$ cat src/rtl/cp0_regfile_if.sv
// cp0_regfile_if
//   Decoder <-> CP0 bundle: mfc0 read port, mtc0 write port, M-stage
//   exception context (PC, delay-slot flag, exception code), hardware
//   interrupt lines, eret clear, and the CP0 responses (IntReq, EPCOut, DOut).
//   master : decoder / M-stage side (drives requests, receives responses)
//   slave  : cp0_regfile side
interface cp0_regfile_if #(
   parameter int HWINT_W = 6
);
   logic [4:0]         A1;         // mfc0 register number
   logic [4:0]         A2;         // mtc0 register number
   logic [31:0]        DIn;        // mtc0 write data
   logic               WE;         // mtc0 write enable (M stage)
   logic [31:0]        PCIn;       // macroscopic PC of M-stage instruction
   logic               BDIn;       // M-stage instruction sits in a delay slot
   logic [4:0]         ExcCodeIn;  // M-stage exception code, 0 = none
   logic [HWINT_W-1:0] HWInt;      // level-sensitive hardware interrupts
   logic               EXLClr;     // eret in M stage
   logic               IntReq;     // take exception/interrupt this cycle
   logic [31:0]        EPCOut;     // eret target
   logic [31:0]        DOut;       // mfc0 read data

   modport master (
      output A1, A2, DIn, WE, PCIn, BDIn, ExcCodeIn, HWInt, EXLClr,
      input  IntReq, EPCOut, DOut
   );

   modport slave (
      input  A1, A2, DIn, WE, PCIn, BDIn, ExcCodeIn, HWInt, EXLClr,
      output IntReq, EPCOut, DOut
   );
endinterface

$ cat src/rtl/cp0_regfile.sv
// cp0_regfile
//   Coprocessor 0 for the P7 pipeline. Holds SR(12), Cause(13), EPC(14) and
//   the constant PRId(15); latches exception/interrupt context at the M stage
//   and raises IntReq combinationally in the same cycle.
// Ports:
//   clk    - system clock, rising edge
//   reset  - asynchronous, active-low reset
//   bus    - cp0_regfile_if.slave (A1/A2/DIn/WE/PCIn/BDIn/ExcCodeIn/HWInt/
//            EXLClr in; IntReq/EPCOut/DOut out)
// Build option:
//   CP0_EPC_BYPASS_EN - when defined, EPCOut forwards an in-flight mtc0 EPC
//                       write so an eret directly behind it sees the new value.
module cp0_regfile #(
   parameter logic [31:0] PRID    = 32'h2021_0701,
   parameter int          HWINT_W = 6
) (
   input  logic         clk,
   input  logic         reset,
   cp0_regfile_if.slave bus
);
   // Architectural state (only the implemented bits are stored)
   logic [HWINT_W-1:0] im_reg;
   logic               exl_reg;
   logic               ie_reg;
   logic               bd_reg;
   logic [HWINT_W-1:0] ip_reg;
   logic [4:0]         exc_code_reg;
   logic [29:0]        epc_reg;

   logic        int_p;
   logic        exc_p;
   logic        int_req;
   logic [29:0] epc_next;
   logic [4:0]  exc_code_next;
   logic [31:0] sr_word;
   logic [31:0] cause_word;
   logic [31:0] epc_word;
   logic        unused_pc_bits;

   // PC is word aligned; the low bits never reach EPC.
   assign unused_pc_bits = ^bus.PCIn[1:0];

   assign int_p   = (|(bus.HWInt & im_reg)) & ie_reg & ~exl_reg;
   assign exc_p   = (bus.ExcCodeIn != 5'd0) & ~exl_reg;
   assign int_req = int_p | exc_p;

   // A delay-slot instruction restarts at its branch, one word earlier.
   assign epc_next      = bus.BDIn ? (bus.PCIn[31:2] - 30'd1) : bus.PCIn[31:2];
   // Interrupts win over a simultaneous synchronous exception.
   assign exc_code_next = int_p ? 5'd0 : bus.ExcCodeIn;

   always_ff @(posedge clk or negedge reset) begin
      if (!reset) begin
         im_reg       <= '0;
         exl_reg      <= 1'b0;
         ie_reg       <= 1'b0;
         bd_reg       <= 1'b0;
         ip_reg       <= '0;
         exc_code_reg <= 5'd0;
         epc_reg      <= 30'd0;
      end else begin
         // IP mirrors the interrupt lines every cycle, even inside a handler.
         ip_reg <= bus.HWInt;
         if (int_req) begin
            // The M-stage instruction is flushed, so any mtc0 is dropped.
            exl_reg      <= 1'b1;
            exc_code_reg <= exc_code_next;
            bd_reg       <= bus.BDIn;
            epc_reg      <= epc_next;
         end else if (bus.EXLClr) begin
            exl_reg <= 1'b0;
         end else if (bus.WE) begin
            case (bus.A2)
               5'd12: begin
                  im_reg  <= bus.DIn[10 +: HWINT_W];
                  exl_reg <= bus.DIn[1];
                  ie_reg  <= bus.DIn[0];
               end
               5'd14:   epc_reg <= bus.DIn[31:2];
               default: ;
            endcase
         end
      end
   end

   always_comb begin
      sr_word                = 32'd0;
      sr_word[10 +: HWINT_W] = im_reg;
      sr_word[1]             = exl_reg;
      sr_word[0]             = ie_reg;

      cause_word                = 32'd0;
      cause_word[31]            = bd_reg;
      cause_word[10 +: HWINT_W] = ip_reg;
      cause_word[6:2]           = exc_code_reg;

      epc_word = {epc_reg, 2'b00};
   end

   always_comb begin
      bus.DOut = 32'd0;
      case (bus.A1)
         5'd12:   bus.DOut = sr_word;
         5'd13:   bus.DOut = cause_word;
         5'd14:   bus.DOut = epc_word;
         5'd15:   bus.DOut = PRID;
         default: bus.DOut = 32'd0;
      endcase
   end

`ifdef CP0_EPC_BYPASS_EN
   assign bus.EPCOut = (bus.WE && (bus.A2 == 5'd14) && !int_req)
                       ? {bus.DIn[31:2], 2'b00} : epc_word;
`else
   assign bus.EPCOut = epc_word;
`endif

   assign bus.IntReq = int_req;
endmodule

$ cat src/flat_wrapper.sv
// flat-port wrapper written by rule: the top's interface ports become plain ports
module cp0_regfile_flat 
#(
   parameter logic [31:0] PRID    = 32'h2021_0701,
   parameter int          HWINT_W = 6
)
  (clk, reset, bus_A1, bus_A2, bus_DIn, bus_WE, bus_PCIn, bus_BDIn, bus_ExcCodeIn, bus_HWInt, bus_EXLClr, bus_IntReq, bus_EPCOut, bus_DOut);
  cp0_regfile_if #(.HWINT_W(HWINT_W)) bus_i ();
  input  logic clk;
  input  logic reset;
  input wire logic [$bits(bus_i.A1)-1:0] bus_A1;
  input wire logic [$bits(bus_i.A2)-1:0] bus_A2;
  input wire logic [$bits(bus_i.DIn)-1:0] bus_DIn;
  input wire logic [$bits(bus_i.WE)-1:0] bus_WE;
  input wire logic [$bits(bus_i.PCIn)-1:0] bus_PCIn;
  input wire logic [$bits(bus_i.BDIn)-1:0] bus_BDIn;
  input wire logic [$bits(bus_i.ExcCodeIn)-1:0] bus_ExcCodeIn;
  input wire logic [$bits(bus_i.HWInt)-1:0] bus_HWInt;
  input wire logic [$bits(bus_i.EXLClr)-1:0] bus_EXLClr;
  output wire logic [$bits(bus_i.IntReq)-1:0] bus_IntReq;
  output wire logic [$bits(bus_i.EPCOut)-1:0] bus_EPCOut;
  output wire logic [$bits(bus_i.DOut)-1:0] bus_DOut;
  assign bus_i.A1 = bus_A1;
  assign bus_i.A2 = bus_A2;
  assign bus_i.DIn = bus_DIn;
  assign bus_i.WE = bus_WE;
  assign bus_i.PCIn = bus_PCIn;
  assign bus_i.BDIn = bus_BDIn;
  assign bus_i.ExcCodeIn = bus_ExcCodeIn;
  assign bus_i.HWInt = bus_HWInt;
  assign bus_i.EXLClr = bus_EXLClr;
  assign bus_IntReq = bus_i.IntReq;
  assign bus_EPCOut = bus_i.EPCOut;
  assign bus_DOut = bus_i.DOut;
  cp0_regfile #(.PRID(PRID), .HWINT_W(HWINT_W)) u_core (.clk(clk), .reset(reset), .bus(bus_i));
endmodule
$ cat config.mk
export PLATFORM = sky130hd
export DESIGN_NAME = cp0_regfile_flat
export DESIGN_NICKNAME = d
export VERILOG_FILES = /design/src/rtl/cp0_regfile_if.sv /design/src/rtl/cp0_regfile.sv /design/src/flat_wrapper.sv
export SDC_FILE = /design/constraint.sdc
export NUM_CORES = 1
export LEC_CHECK = 0
export BUFFER_PORTS_ARGS = -buffer_cell sky130_fd_sc_hd__buf_2
export CELL_PAD_IN_SITES_DETAIL_PLACEMENT = 0
export CELL_PAD_IN_SITES_GLOBAL_PLACEMENT = 2
export CORE_ASPECT_RATIO = 1.2
export CORE_MARGIN = 2
export CORE_UTILIZATION = 27
export DETAILED_ROUTE_END_ITERATION = 8
export PLACE_DENSITY_LB_ADDON = 0.2
export SKIP_CTS_REPAIR_TIMING = 1
export SYNTH_ARGS = -nofsm -noshare
export SYNTH_HDL_FRONTEND = slang
export SYNTH_SLANG_ARGS = --single-unit
$ cat constraint.sdc
create_clock -name clk -period 5.1 [get_ports clk]
set_input_delay 1.02 -clock clk [delete_from_list [all_inputs] [get_ports clk]]
set_output_delay 1.02 -clock clk [all_outputs]
set_load 0.05 [all_outputs]
==> impl_summary.log <==
[metrics] overflow left after global routing: 0
[metrics] max-slew violations: 0
[metrics] # rows: 43
[metrics] placed wire-length estimate after detailed placement: roughly 8000 um
[metrics] H-tree depth: 2
[metrics] Critical Path RT: a little over 4 ns
[metrics] async set-or-reset flop fraction in the synthesized netlist: 100.0%
[metrics] number of ports placed on the die boundary: between 150 and 200
[metrics] instance area at placement: 4020 um^2
[metrics] critical path start-end classification: in -> out
[metrics] global router's overall resource usage: between 15 and 20%
[metrics] drt first-iter violations: slightly below 80
[metrics] dpl ws: roughly 1.2 ns
[metrics] synthesized instance count: between 300 and 400
[metrics] Cell Pwr Density: slightly above 500 nW/um^2
[metrics] count of fill cells added during filler insertion: between 1000 and 1500
[metrics] internal power summed over all cells: about 1.1 mW
[metrics] number of antenna violations at the first check in global routing: 0
[metrics] wire length of the first global-routing pass: 16130 um
[metrics] Cell Count, Final, Fillers Out: 652
[metrics] Max Clk Rate: approximately 260 MHz
[metrics] switching fraction of total power: between 40% and 50%
[metrics] clock root buffer: sky130_fd_sc_hd__clkbuf_16
[metrics] Synth area leader: sky130_fd_sc_hd__dfrtp_1
[metrics] Worst-path clk slew: ~0.070 ns
[metrics] RSZ-0062 raised after global routing: no
[metrics] hold violation total from the final report: 0
[metrics] Critical Path Sink Type: output port
[metrics] fraction of final layout cells sized beyond drive strength 1: 35.15%
[metrics] Hold WC Path Type: reg -> reg
[metrics] Reg power frac: approximately a third
[metrics] post-synthesis cell type count: 42
[metrics] sum of routed wire length over all layers: around 10000 um
[metrics] Post-synth EDFFs: 0
[metrics] CTS Buffer Depth: 2
[metrics] vias in the first global route: between 3000 and 4000
[metrics] CTS tree: yes
[metrics] post-synthesis average cell area: ~8.8 um^2
[metrics] TritonCTS Sinks: 50
[metrics] Leak: 1.886 nW
[metrics] global placement routability congestion: about 0.8
[metrics] Reg area: around 1300 um^2
[metrics] WP data arrival: between 2 and 3 ns
[metrics] final critical-path share of the clock period: around 76%
[metrics] diodes inserted: 0
[metrics] final count of negative-setup-slack endpoints: 0
[metrics] total power after layout: 2.125 mW
[metrics] Final nets: about 590
[metrics] Inst Count DP: 644
[metrics] Slew Limit Headroom: slightly below 40%
[metrics] count of unresolved DRC violations after routing: 0
[metrics] count of buffers inserted at the top-level ports: 150
[metrics] Routed wire per std cell: between 15 and 20 um
[metrics] flip-flop count of the largest register after layout: 30
[metrics] FF+latch count, synth: 50
[metrics] TritonCTS buffer count: 5
[metrics] result of the run: complete, no violations
[metrics] max-capacitance violation count: 0
[metrics] most numerous cell in the Yosys netlist: sky130_fd_sc_hd__dfrtp_1
[metrics] Peak supply drop: around 230 uV
[metrics] average vias per placed instance: about 4.7
[metrics] minimum clock period after layout: ~4 ns
[metrics] Comb pwr share: a little over 50%
[metrics] cells taking the most area after synthesis: sky130_fd_sc_hd__dfrtp_1 (40%), sky130_fd_sc_hd__xnor2_1 (6.5%), sky130_fd_sc_hd__mux2i_1 (5.1%), sky130_fd_sc_hd__a211oi_1 (5.1%), sky130_fd_sc_hd__nor2b_1 (5.0%)
[metrics] finished layout cell area: about 4200 um^2
[metrics] post-synth top area share: 40.08%
[metrics] pin count of the biggest net entering global routing: 60
[metrics] sequential element share of the synthesized area: ~40%
[metrics] transition time of the tightest slew-check pin: between 0.9 and 1 ns
[metrics] switching power summed over all nets: between 1 and 1.5 mW
[metrics] Die W: about 100 um
[metrics] Multi-input gate area: approximately 1800 um^2
[metrics] clock insertion delay at the later pin of the skew report: 0.29 ns
[metrics] height of the die: ~120 um
[metrics] setup clock skew after layout: 0.004246 ns
[metrics] total negative setup slack: 0 ns
[metrics] share of total power in the clock network: 18.4%
[metrics] ANT nets after route: 0
[metrics] main flop type after synthesis: sky130_fd_sc_hd__dfrtp_1
[metrics] iteration count of the initial detailed-routing pass: 4
[metrics] slack of the critical path: 1.215 ns
[metrics] largest driver fanout on the critical path: 11
[metrics] commonest cells in the netlist: sky130_fd_sc_hd__dfrtp_1 (50), sky130_fd_sc_hd__nor2_1 (36), sky130_fd_sc_hd__a21oi_1 (26), sky130_fd_sc_hd__nand2_1 (26), sky130_fd_sc_hd__nor2b_1 (25)
[metrics] startpoint kind of the worst setup timing path: input pin
[metrics] overall die area: around 12000 um^2
[metrics] post-synthesis instance area: approximately 3100 um^2
[metrics] Syn-to-layout area delta: 34.19%
[metrics] core area: ~11000 um^2
[metrics] number of warning messages in the yosys log: 0
[metrics] starting utilization of the core area: 27.37%
[metrics] DR vias: roughly 3100
[power by group through the flow]
stage          clock [mW]  sequential (mW)  combinational, mW
3_5_place_dp            0            0.676               1.08
4_1_cts             0.404            0.671               1.08
5_1_grt             0.421            0.689               1.16
2_1_floorplan           0             1.06              0.397
3_3_place_gp            0            0.674               1.07
6_report            0.390            0.666               1.07
[critical path: stages]
cell and delay [ns]:
sky130_fd_sc_hd__buf_2 0.11, sky130_fd_sc_hd__a22o_1 0.23, sky130_fd_sc_hd__o31ai_1 0.73, sky130_fd_sc_hd__a21o_1 0.47, sky130_fd_sc_hd__inv_2 0.07, sky130_fd_sc_hd__buf_2 0.23
[cell families after synthesis]
family                     after synthesis  share of synthesized area [%]
other                                    1                         0.1201
AOI/OAI and AO/OA                       72                          14.47
muxes                                   23                          7.655
buffers and inverters                   26                          3.446
and+or+nand+nor                        153                          26.25
DFF                                     50                          40.08
adders and majority gates                1                         0.4007
xor gates and xnor gates                27                          7.575
[cells in the final DEF (no fill, tap or decap), types with 5 or more instances in the layout]
master / netlist / final
sky130_fd_sc_hd__dfrtp_1: 50 / 50
sky130_fd_sc_hd__nor3_1: 13 / 13
sky130_fd_sc_hd__o21ai_0: 11 / 11
sky130_fd_sc_hd__mux2_2: 7 / 7
sky130_fd_sc_hd__buf_2: 2 / 150
sky130_fd_sc_hd__nand3_1: 5 / 5
sky130_fd_sc_hd__nand2_1: 26 / 26
sky130_fd_sc_hd__nor2_1: 36 / 36
sky130_fd_sc_hd__a21oi_1: 26 / 26
sky130_fd_sc_hd__a211oi_1: 21 / 21
sky130_fd_sc_hd__nor4_1: 11 / 11
sky130_fd_sc_hd__xnor2_1: 23 / 23
sky130_fd_sc_hd__nor2b_1: 25 / 25
sky130_fd_sc_hd__and2_1: 13 / 13
sky130_fd_sc_hd__clkbuf_16: 0 / 5
sky130_fd_sc_hd__mux2i_1: 16 / 16
sky130_fd_sc_hd__a22oi_1: 6 / 6
[layer usage]
layer / global-route usage, % / part of all wire, % / vias to the layer above
li1: - / - / 1528
met1: 21.47 / 43 / 1422
met2: 29.65 / 49 / 96
met3: 4.073 / 6.3 / 9
met4: 3.500 / 0.93 / 0
met5: 0 / 0 / -
[through the flow]
step	util (%)	hold WS, ns
6_report	36.73	0.4727
5_1_grt	36.73	0.4971
4_1_cts	36.73	0.4721
3_5_place_dp	35.25	0.4573
3_3_place_gp	35.25	0.4538
2_1_floorplan	-	0.4396
[path summary, 6_finish.rpt]
kind                            slack (ns)                                from                            endpoint  cells past startpoint
worst max-delay path                  1.21                        bus_HWInt[3]                          bus_IntReq                      6
worst min-delay path                  0.47  u_core.exc_code_reg[3]$_DFFE_PN0N_  u_core.exc_code_reg[3]$_DFFE_PN0N_                      2
worst max register to register        2.39        u_core.im_reg[3]$_DFFE_PN0P_       u_core.epc_reg[3]$_DFFE_PN0P_                      7
worst min register to register        0.47  u_core.exc_code_reg[3]$_DFFE_PN0N_  u_core.exc_code_reg[3]$_DFFE_PN0N_                      2
max in group asynchronous             3.81                               reset       u_core.epc_reg[7]$_DFFE_PN0P_                      2
min in group asynchronous             0.84                               reset  u_core.exc_code_reg[1]$_DFFE_PN0N_                      2
[layout make-up]
cell class                 instances  area share (%)
clock inverter                     3           1.045
sequential                        50           29.87
inverter                           5          0.4480
clock buffer                       5           2.987
timing repair buffer             154           18.64
multi-input combinational        278           42.32
tap                              157           4.689
Power figures use the tool's default switching activity.
